===== config.mk =====
export PLATFORM = sky130hd
export DESIGN_NAME = perm_writeback_aligner
export DESIGN_NICKNAME = d
export VERILOG_FILES = /design/src/rtl/perm_writeback_aligner_pkg.sv /design/src/rtl/perm_writeback_aligner_map_fifo.sv /design/src/rtl/perm_writeback_aligner.sv
export SDC_FILE = /design/constraint.sdc
export NUM_CORES = 1
export LEC_CHECK = 0
export ABC_AREA = 1
export BUFFER_PORTS_ARGS = -buffer_cell sky130_fd_sc_hd__buf_2
export CAP_MARGIN = 20
export CORE_ASPECT_RATIO = 0.8
export CORE_UTILIZATION = 35
export CTS_CLUSTER_DIAMETER = 40
export CTS_CLUSTER_SIZE = 30
export DETAILED_ROUTE_END_ITERATION = 8
export PLACE_DENSITY_LB_ADDON = 0.12
export SLEW_MARGIN = 20
export SYNTH_ARGS = -nofsm -noshare
export SYNTH_HDL_FRONTEND = slang
export SYNTH_SLANG_ARGS = --single-unit

===== constraint.sdc =====
create_clock -name clk -period 6.2 [get_ports clk]
set_input_delay 1.55 -clock clk [delete_from_list [all_inputs] [get_ports clk]]
set_output_delay 1.55 -clock clk [all_outputs]
set_load 0.05 [all_outputs]

===== src/rtl/perm_writeback_aligner_pkg.sv =====
// Shared configuration for the permute write-back slice: lane count, select width,
// default map FIFO depth and the count-width helper.
`ifndef P
`define P 2
`endif
`ifndef MAP
`define MAP 3
`endif

package perm_writeback_aligner_pkg;

    localparam int LANES     = 2 * `P;
    localparam int SEL_W     = `MAP;
    localparam int DEPTH_DEF = 8;

    function automatic int count_width(input int depth);
        return $clog2(depth) + 1;
    endfunction

    localparam int COUNT_W = count_width(DEPTH_DEF);

    // Map faults seen on the popped map; duplicates are only reported when checking is built in.
    typedef struct packed {
        logic oob;
        logic dup;
    } map_fault_t;

endpackage


===== src/rtl/perm_writeback_aligner_map_fifo.sv =====
// Power-of-two select-map FIFO; the caller gates push/pop on full/empty derived from count.
module perm_map_fifo
    import perm_writeback_aligner_pkg::*;
#(
    parameter int WIDTH = LANES * SEL_W,
    parameter int DEPTH = DEPTH_DEF
) (
    input  logic                   clk,
    input  logic                   rst,
    input  logic                   clear,
    input  logic                   push,
    input  logic                   pop,
    input  logic [WIDTH-1:0]       din,
    output logic [WIDTH-1:0]       dout,
    output logic [$clog2(DEPTH):0] count
);

    localparam int AW = (DEPTH > 1) ? $clog2(DEPTH) : 1;
    localparam int CW = count_width(DEPTH);

    logic [WIDTH-1:0] mem_r [DEPTH];
    logic [AW-1:0]    wr_ptr_r;
    logic [AW-1:0]    rd_ptr_r;
    logic [CW-1:0]    count_r;

    // Storage array; contents need no reset because count gates every read.
    always_ff @(posedge clk) begin
        if (push && !clear) begin
            mem_r[wr_ptr_r] <= din;
        end
    end

    // Pointers wrap naturally modulo DEPTH; count tracks occupancy.
    always_ff @(posedge clk or posedge rst) begin
        if (rst) begin
            wr_ptr_r <= {AW{1'b0}};
            rd_ptr_r <= {AW{1'b0}};
            count_r  <= {CW{1'b0}};
        end else if (clear) begin
            wr_ptr_r <= {AW{1'b0}};
            rd_ptr_r <= {AW{1'b0}};
            count_r  <= {CW{1'b0}};
        end else begin
            if (push) begin
                wr_ptr_r <= wr_ptr_r + AW'(1);
            end
            if (pop) begin
                rd_ptr_r <= rd_ptr_r + AW'(1);
            end
            case ({push, pop})
                2'b10:   count_r <= count_r + CW'(1);
                2'b01:   count_r <= count_r - CW'(1);
                default: count_r <= count_r;
            endcase
        end
    end

    assign dout  = mem_r[rd_ptr_r];
    assign count = count_r;

endmodule


===== src/rtl/perm_writeback_aligner.sv =====
// Write-back aligner: pairs each PE result beat with its queued lane-select map and scatters
// lanes back to their source banks. PERM_WB_DUPCHECK_EN adds bank-collision reporting on err.
module perm_writeback_aligner
    import perm_writeback_aligner_pkg::*;
#(
    parameter int N     = LANES,
    parameter int W     = 32,
    parameter int SELW  = SEL_W,
    parameter int DEPTH = DEPTH_DEF
) (
    input  logic                   clk,
    input  logic                   rst,
    input  logic                   clear,
    input  logic                   map_valid,
    output logic                   map_ready,
    input  logic [N*SELW-1:0]      map_sel,
    input  logic                   res_valid,
    output logic                   res_ready,
    input  logic [N*W-1:0]         res_data,
    output logic                   wb_valid,
    input  logic                   wb_ready,
    output logic [N*W-1:0]         wb_data,
    output logic [N-1:0]           wb_mask,
    output logic [$clog2(DEPTH):0] map_count,
    output logic                   err
);

    localparam int CW = count_width(DEPTH);

    logic              push_s;
    logic              pop_s;
    logic [N*SELW-1:0] head_sel_s;
    logic [N*W-1:0]    perm_data_s;
    logic [N-1:0]      perm_mask_s;
    map_fault_t        fault_s;

    assign map_ready = (map_count != CW'(DEPTH));
    assign res_ready = (map_count != {CW{1'b0}}) && (!wb_valid || wb_ready);
    assign push_s    = map_valid && map_ready && !clear;
    assign pop_s     = res_valid && res_ready && !clear;

    perm_map_fifo #(
        .WIDTH (N * SELW),
        .DEPTH (DEPTH)
    ) u_map_fifo (
        .clk   (clk),
        .rst   (rst),
        .clear (clear),
        .push  (push_s),
        .pop   (pop_s),
        .din   (map_sel),
        .dout  (head_sel_s),
        .count (map_count)
    );

    // Inverse permutation of the head map: ascending lane scan lets the highest lane win a bank.
    always_comb begin
        perm_data_s = {(N*W){1'b0}};
        perm_mask_s = {N{1'b0}};
        fault_s     = '{oob: 1'b0, dup: 1'b0};
        for (int k = 0; k < N; k++) begin
            for (int m = 0; m < N; m++) begin
                perm_data_s[m*W +: W] = (int'(head_sel_s[k*SELW +: SELW]) == m) ?
                                        res_data[k*W +: W] : perm_data_s[m*W +: W];
                perm_mask_s[m]        = perm_mask_s[m] |
                                        (int'(head_sel_s[k*SELW +: SELW]) == m);
            end
            fault_s.oob = fault_s.oob | (int'(head_sel_s[k*SELW +: SELW]) >= N);
        end
`ifdef PERM_WB_DUPCHECK_EN
        for (int j = 0; j < N; j++) begin
            for (int k = j + 1; k < N; k++) begin
                fault_s.dup = fault_s.dup |
                              ((int'(head_sel_s[j*SELW +: SELW]) < N) &&
                               (head_sel_s[j*SELW +: SELW] == head_sel_s[k*SELW +: SELW]));
            end
        end
`endif
    end

    // Output register: holds a beat until wb_ready, reloads in the same cycle for full rate.
    always_ff @(posedge clk or posedge rst) begin
        if (rst) begin
            wb_valid <= 1'b0;
            wb_data  <= {(N*W){1'b0}};
            wb_mask  <= {N{1'b0}};
            err      <= 1'b0;
        end else if (clear) begin
            wb_valid <= 1'b0;
            wb_data  <= {(N*W){1'b0}};
            wb_mask  <= {N{1'b0}};
            err      <= 1'b0;
        end else if (pop_s) begin
            wb_valid <= 1'b1;
            wb_data  <= perm_data_s;
            wb_mask  <= perm_mask_s;
            err      <= err | fault_s.oob | fault_s.dup;
        end else if (wb_ready) begin
            wb_valid <= 1'b0;
        end else begin
            wb_valid <= wb_valid;
        end
    end

endmodule


==> flow_metrics.py, run 1 <==
metrics = {
    "run_status": {
        "status": "completed",
    },
    "clocking": {
        "clock-sinks": 240,
        "clk_pin_slew_ps": 40,
        "ctsResizeCount": 0,
        "clk_latency_ps": 550,
        "post_cts_buffers": 0,
        "ctsHoldBuffers": 0,
        "cts_inserted_buffers": 45,
        "cts_tree": "done",
        "cts_root_buf": "clkbuf_16",
        "htree_levels": 2,
        "clockBufferDepth": 3,
    },
    "synthesis": {
        "synth.cell_area_sq_um": 14400,
        "syn-num-nets": 2294,
        "postSynthCellCount": 2143,
        "yosysWarnings": 0,
        "syn_avg_cell_area_sq_um": 6.73,
        "synth_seq_cells": 240,
        "synth_top_area_share": 0.250,
        "synth.distinct_cells": 29,
        "synth_top_area_cell": "dfrtp_1",
        "yosys-top-cells-area": "dfrtp_1, nand2_1, edfxtp_1",
        "ys_seq_area_frac": 0.449,
    },
    "drt": {
        "drc_errors": 0,
        "vias": 14600,
        "routedWlPerCell_um": 17.7,
        "drtAntennaViolNets": 0,
        "via_per_inst": 4.92,
        "first_iter_violations": 1258,
        "routed_wl_um": 52500,
        "dr.pass1.iters": 5,
    },
    "setup_path": {
        "path_cells": "buf_2 -> inv_1 -> nand2_1 -> inv_1 -> a31oi_1 -> buf_2",
        "reg2reg_slack_ps": 2270,
        "r2r_start": "u_map_fifo.rd_ptr_r[2]$_DFFE_PP0P_",
        "slowest_stage": "a31oi_1",
        "crit_path_start": "wb_ready",
        "arrival_ps": 2450,
        "cp_data_required_time_ps": 4650,
        "worst_setup_path_start_kind": "input pin",
        "reg2reg_depth": 12,
        "cp-end-kind": "output port",
        "crit_type": "input pin to output port",
        "endpoint": "res_ready",
        "max_stage_delay_ps": 340,
        "r2r-end": "wb_data[126]$_DFFE_PP0P_",
        "crit_fanout": 4,
    },
    "global_routing": {
        "grt_max_degree": 89,
        "grt_overflow_total": 0,
        "grt_pass1_vias": 13800,
        "globalRouteTotalUtil": 0.249,
        "antenna_found_initial": 11,
        "grt_first_pass_wirelength_um": 81200,
    },
    "layout": {
        "layout.nets": 2526,
        "syn_to_final_growth_pct": 24.7,
        "fin_cells": 2962,
        "final_core_util": 0.443,
        "drive_above_1_share": 0.176,
    },
    "sta": {
        "hold_slack_ps": 469,
        "finalCritPeriodShare": 0.645,
        "min_period_ps": 4000,
        "relSlewSlack": 0.301,
        "setup_viol": 0,
        "slew_violations": 0,
        "tightest_slew_ps": 1050,
        "rsz0062_at_grt": "false",
        "hold_violations": 0,
        "fmax_mhz": 250,
        "fin_skew_ps": 14.5,
        "fin_setup_tns_ps": 0,
    },
    "floorplanning": {
        "core_area_sq_um": 40600,
        "rows": 66,
        "io_pins": 286,
        "die_area_sq_um": 42100,
        "initial_core_util": 0.355,
        "die-width_um": 229,
        "die_h_um": 184,
    },
    "placement": {
        "io_buffers": 285,
        "dpl.cell_count": 2872,
        "hpwl_um": 34300,
        "gp_congestion": 0.883,
    },
    "power_and_ir_drop": {
        "p_leak_nw": 10.1,
        "power.density_nw_per_um2": 511,
        "vdd_ir_drop_max_uv": 304,
        "finalPower_mw": 9.20,
    },
    "hold_path": {
        "hold_class": "register to register",
    },
    "run": {
        "maxCapViolCount": 0,
    },
}
[cell type report]
class | instances | area [sq um]
timing repair buffer | 312 | 1780
inverter | 172 | 656
sequential | 240 | 6490
fill | 4258 | 22600
tap | 544 | 681
clock buffer | 52 | 1200
clock inverter | 32 | 472
multi-input combinational | 1604 | 6690
antenna | 6 | 15.0
[flip-flops by register name, summed over array words and instances, names as in the netlist]
signal	flops
err	1
u_map_fifo.rd_ptr_r	3
u_map_fifo.wr_ptr_r	3
wb_data	128
u_map_fifo.mem_r	96
u_map_fifo.count	4
wb_mask	4
wb_valid	1
[per-stage QoR]
stage	worst slack, ps	instance area [sq um]
2_1_floorplan	784	14400
3_3_place_gp	2220	16100
3_5_place_dp	2160	16300
4_1_cts	2220	18000
5_1_grt	1930	18000
6_report	2200	18000
[layer usage]
metal,wire (um),track usage,part of all wire,vias to the layer above
met1,24700,0.350,0.47,6794
met2,23200,0.391,0.44,524
met5,57,0,0.0011,-
met4,1220,0.0725,0.023,8
li1,-,-,-,7157
met3,3430,0.0444,0.065,93
[worst max-delay path: cells and delay by family]
kind | cells | cell delay, ps
compound gates | 1 | 340
buf+inv | 4 | 490
simple gates | 1 | 60
[worst min path at each step]
stage | from | end | slack (ps) | depth (start not counted)
floorplan | u_map_fifo.wr_ptr_r[0]$_DFFE_PP0P_ | u_map_fifo.wr_ptr_r[0]$_DFFE_PP0P_ | 550 | 2
global placement | wb_data[27]$_DFFE_PP0P_ | wb_data[27]$_DFFE_PP0P_ | 460 | 2
detailed placement | wb_data[64]$_DFFE_PP0P_ | wb_data[64]$_DFFE_PP0P_ | 460 | 2
CTS | wb_data[64]$_DFFE_PP0P_ | wb_data[64]$_DFFE_PP0P_ | 470 | 2
global route | wb_data[20]$_DFFE_PP0P_ | wb_data[20]$_DFFE_PP0P_ | 490 | 2
finish | wb_data[64]$_DFFE_PP0P_ | wb_data[64]$_DFFE_PP0P_ | 470 | 2
[placed cells by master, fill, tap and decap left out, types with 7 or more instances in the layout]
cell       netlist  routed
edfxtp_1        96      96
o21ai_1         22      22
nand3_1         66      62
clkinv_4         0       7
buf_2           44     285
o21ai_0        136     136
nor2_2           3       7
clkbuf_16        0      47
inv_1          167     165
buf_16           0       7
bufinv_16        0       9
nor2_1         298     290
nand2_1        920     920
buf_4           40      19
a21oi_1        134     134
dfrtp_1        144     143
[synth_stat cells, drive strengths merged]
master and count:
ha 4, o22ai 2, fa 1, edfxtp 96
clkinv 1, and2 1, clkbuf 41, nand2 923
buf 86, a21oi 138, o21a 1, xor2 1
nand4 1, xnor2 2, nand3 68, inv 171
o21ai 158, nor2 301, a31oi 2, dfrtp 144
or2 1
[cells by family (layout without fill, tap and decap cells)]
logic type	count (synthesis)	after routing	synth area share
other cells	0	6	0
compound gates	301	301	0.106
simple gates	1295	1295	0.345
buf+inv	299	568	0.0930
flops	240	240	0.449
xor+xnor	3	3	0.00182
fa+ha+maj	5	5	0.00485
[power by group]
| group | switching [mW] | internal, mW |
|---|---|---|
| logic | 3.25 | 1.12 |
| registers | 0.184 | 1.93 |
| clock network | 0.922 | 1.80 |
| total | 4.35 | 4.84 |
Note: power is estimated with default switching activity, not from simulation.
==> run 2: changes to the inputs <==
==> constraint.sdc (replaced) <==
create_clock -name clk -period 3.2 [get_ports clk]
set_input_delay 0.8 -clock clk [delete_from_list [all_inputs] [get_ports clk]]
set_output_delay 0.8 -clock clk [all_outputs]
set_load 0.05 [all_outputs]
==> flow_metrics.py, run 2 (synthesized netlist as in run 1, its figures left out) <==
metrics = {
    "power_and_ir_drop": {
        "power.density_nw_per_um2": 949,
        "vdd_ir_drop_max_uv": 558,
        "p_leak_nw": 10.1,
    },
    "setup_path": {
        "slowest_stage": "buf_4",
        "worst_setup_path_start_kind": "register",
        "cp_data_required_time_ps": 3670,
        "r2r_start": "u_map_fifo.rd_ptr_r[0]$_DFFE_PP0P_",
        "crit_fanout": 50,
        "path_cells": "buf_4 -> nor2_1 -> nor2_1 -> o21ai_1 -> nand2_1 -> nand2_1 -> nand2_2 -> nand3_2 -> buf_12 -> nor2_1 -> nor2_1 -> nand2_1 -> nand2_1 -> nand2_1",
        "r2r-end": "wb_data[119]$_DFFE_PP0P_",
        "arrival_ps": 3060,
        "reg2reg_slack_ps": 600,
        "crit_type": "register to register",
        "cp-end-kind": "register",
        "max_stage_delay_ps": 500,
        "reg2reg_depth": 14,
        "cp_common_cell": "nand2_1",
    },
    "run_status": {
        "status": "completed",
    },
    "run": {
        "maxCapViolCount": 0,
    },
    "layout": {
        "multiInputGateArea_sq_um": 6700,
        "drive_above_1_share": 0.178,
        "final_common_cell": "nand2_1",
        "largestRegisters": "wb_data (128), u_map_fifo.mem_r (96)",
        "syn_to_final_growth_pct": 24.6,
        "final_area_sq_um": 18000,
        "regMostFlops": "wb_data",
        "layout_common_cells": "nand2_1, nor2_1, buf_2, inv_1, dfrtp_1",
        "register_area_sq_um": 6490,
        "largest_reg_flops": 128,
        "fillers": 4294,
        "fin_cells": 2971,
        "layout.nets": 2543,
    },
    "floorplanning": {
        "core_area_sq_um": 40600,
        "io_pins": 286,
        "initial_core_util": 0.355,
        "die_h_um": 184,
        "rows": 66,
        "die_area_sq_um": 42100,
        "die-width_um": 229,
    },
    "sta": {
        "fin_skew_ps": 14.4,
        "min_period_ps": 2600,
        "finalCritPeriodShare": 0.811,
        "rsz0062_at_grt": "false",
        "fmax_mhz": 385,
        "relSlewSlack": 0.601,
        "hold_violations": 0,
        "setup_viol": 0,
        "tightest_slew_ps": 598,
        "fin_setup_tns_ps": 0,
        "slew_violations": 0,
    },
    "placement": {
        "dpl.cell_count": 2893,
        "io_buffers": 285,
        "hpwl_um": 33700,
        "gp_congestion": 0.867,
        "place_area_sq_um": 16500,
    },
    "clocking": {
        "clk_latency_ps": 540,
        "ctsResizeCount": 0,
        "cts_inserted_buffers": 41,
        "ctsHoldBuffers": 0,
        "post_cts_buffers": 0,
        "cts_root_buf": "clkbuf_16",
        "htree_levels": 2,
        "cts_tree": "done",
        "clk_pin_slew_ps": 60,
        "clock-sinks": 240,
        "clockBufferDepth": 3,
    },
    "drt": {
        "vias": 14600,
        "drtAntennaViolNets": 0,
        "routed_wl_um": 51500,
        "drc_errors": 0,
        "first_iter_violations": 1324,
        "via_per_inst": 4.92,
        "dr.pass1.iters": 5,
        "routedWlPerCell_um": 17.3,
    },
    "hold_path": {
        "hold_class": "input pin to asynchronous set/reset pin",
    },
    "global_routing": {
        "grt_overflow_total": 0,
        "busiest_layer": "met2",
        "grtUsageMet2": 0.379,
        "grt_max_degree": 66,
        "grtUsageMet3": 0.0456,
        "antenna_found_initial": 6,
        "grt_pass1_vias": 13800,
        "grt_first_pass_wirelength_um": 79200,
        "globalRouteTotalUtil": 0.242,
        "met1_usage": 0.340,
    },
}
run 2: cell types whose count changed in the layout (fill, tap and decap cells not counted), sizes merged:
cell,delta
buf,+21
inv,-5
clkinv,-3
clkbuf,+3
clkinvlp,+1
diode,-2
bufinv,-6
run 2: layout make-up:
| type | instances | share of cell area |
|---|---|---|
| timing repair buffer | 333 | 0.113 |
| antenna | 4 | 0.000557 |
| sequential | 240 | 0.361 |
| inverter | 172 | 0.0364 |
| multi-input combinational | 1604 | 0.373 |
| clock inverter | 19 | 0.0125 |
| tap | 544 | 0.0379 |
| clock buffer | 55 | 0.0669 |
run 2: critical path, delay by kind of cell, from the launching register on:
family                 cells  cell delay [ps]
AO/OA/AOI/OAI              1              100
AND/OR/NAND/NOR           11             1240
buffers and inverters      2              800
flip-flops                 1              350
run 2: layer usage:
layer	part of all wire	routed length (um)	vias up
met5	0.00058	30	-
met4	0.022	1120	6
met3	0.064	3320	80
met2	0.45	23000	504
met1	0.47	24100	6853
li1	-	-	7181
run 2: worst max-delay path by stage:
| stage | startpoint | endpoint | slack [ps] | cells after the start |
|---|---|---|---|---|
| CTS | u_map_fifo.rd_ptr_r[0]$_DFFE_PP0P_ | wb_data[4]$_DFFE_PP0P_ | 610 | 12 |
| finish | u_map_fifo.rd_ptr_r[0]$_DFFE_PP0P_ | wb_data[119]$_DFFE_PP0P_ | 600 | 14 |
| floorplan | wb_ready | u_map_fifo.count[3]$_DFFE_PP0P_ | 230 | 15 |
| global route | u_map_fifo.rd_ptr_r[0]$_DFFE_PP0P_ | wb_data[119]$_DFFE_PP0P_ | 350 | 13 |
| detailed placement | wb_ready | u_map_fifo.count[3]$_DFFE_PP0P_ | 360 | 16 |
| global placement | wb_ready | u_map_fifo.count[3]$_DFFE_PP0P_ | 450 | 16 |
run 2: through the flow:
| stage | hold WS [ps] | power, mW | utilization | worst slack, ps |
|---|---|---|---|---|
| 2_1_floorplan | 549 | 10.1 | - | 230 |
| 3_3_place_gp | 457 | 12.5 | 0.407 | 454 |
| 3_5_place_dp | 460 | 12.6 | 0.407 | 361 |
| 4_1_cts | 221 | 17.2 | 0.442 | 611 |
| 5_1_grt | 248 | 18.1 | 0.442 | 348 |
| 6_report | 237 | 17.1 | 0.443 | 603 |
run 2: power by group:
part	total, mW	switching, mW	internal (mW)	leakage, nW
Combinational	8.47	6.27	2.20	6.56
Sequential	4.08	0.351	3.73	2.84
Clock	4.51	1.61	2.91	0.699
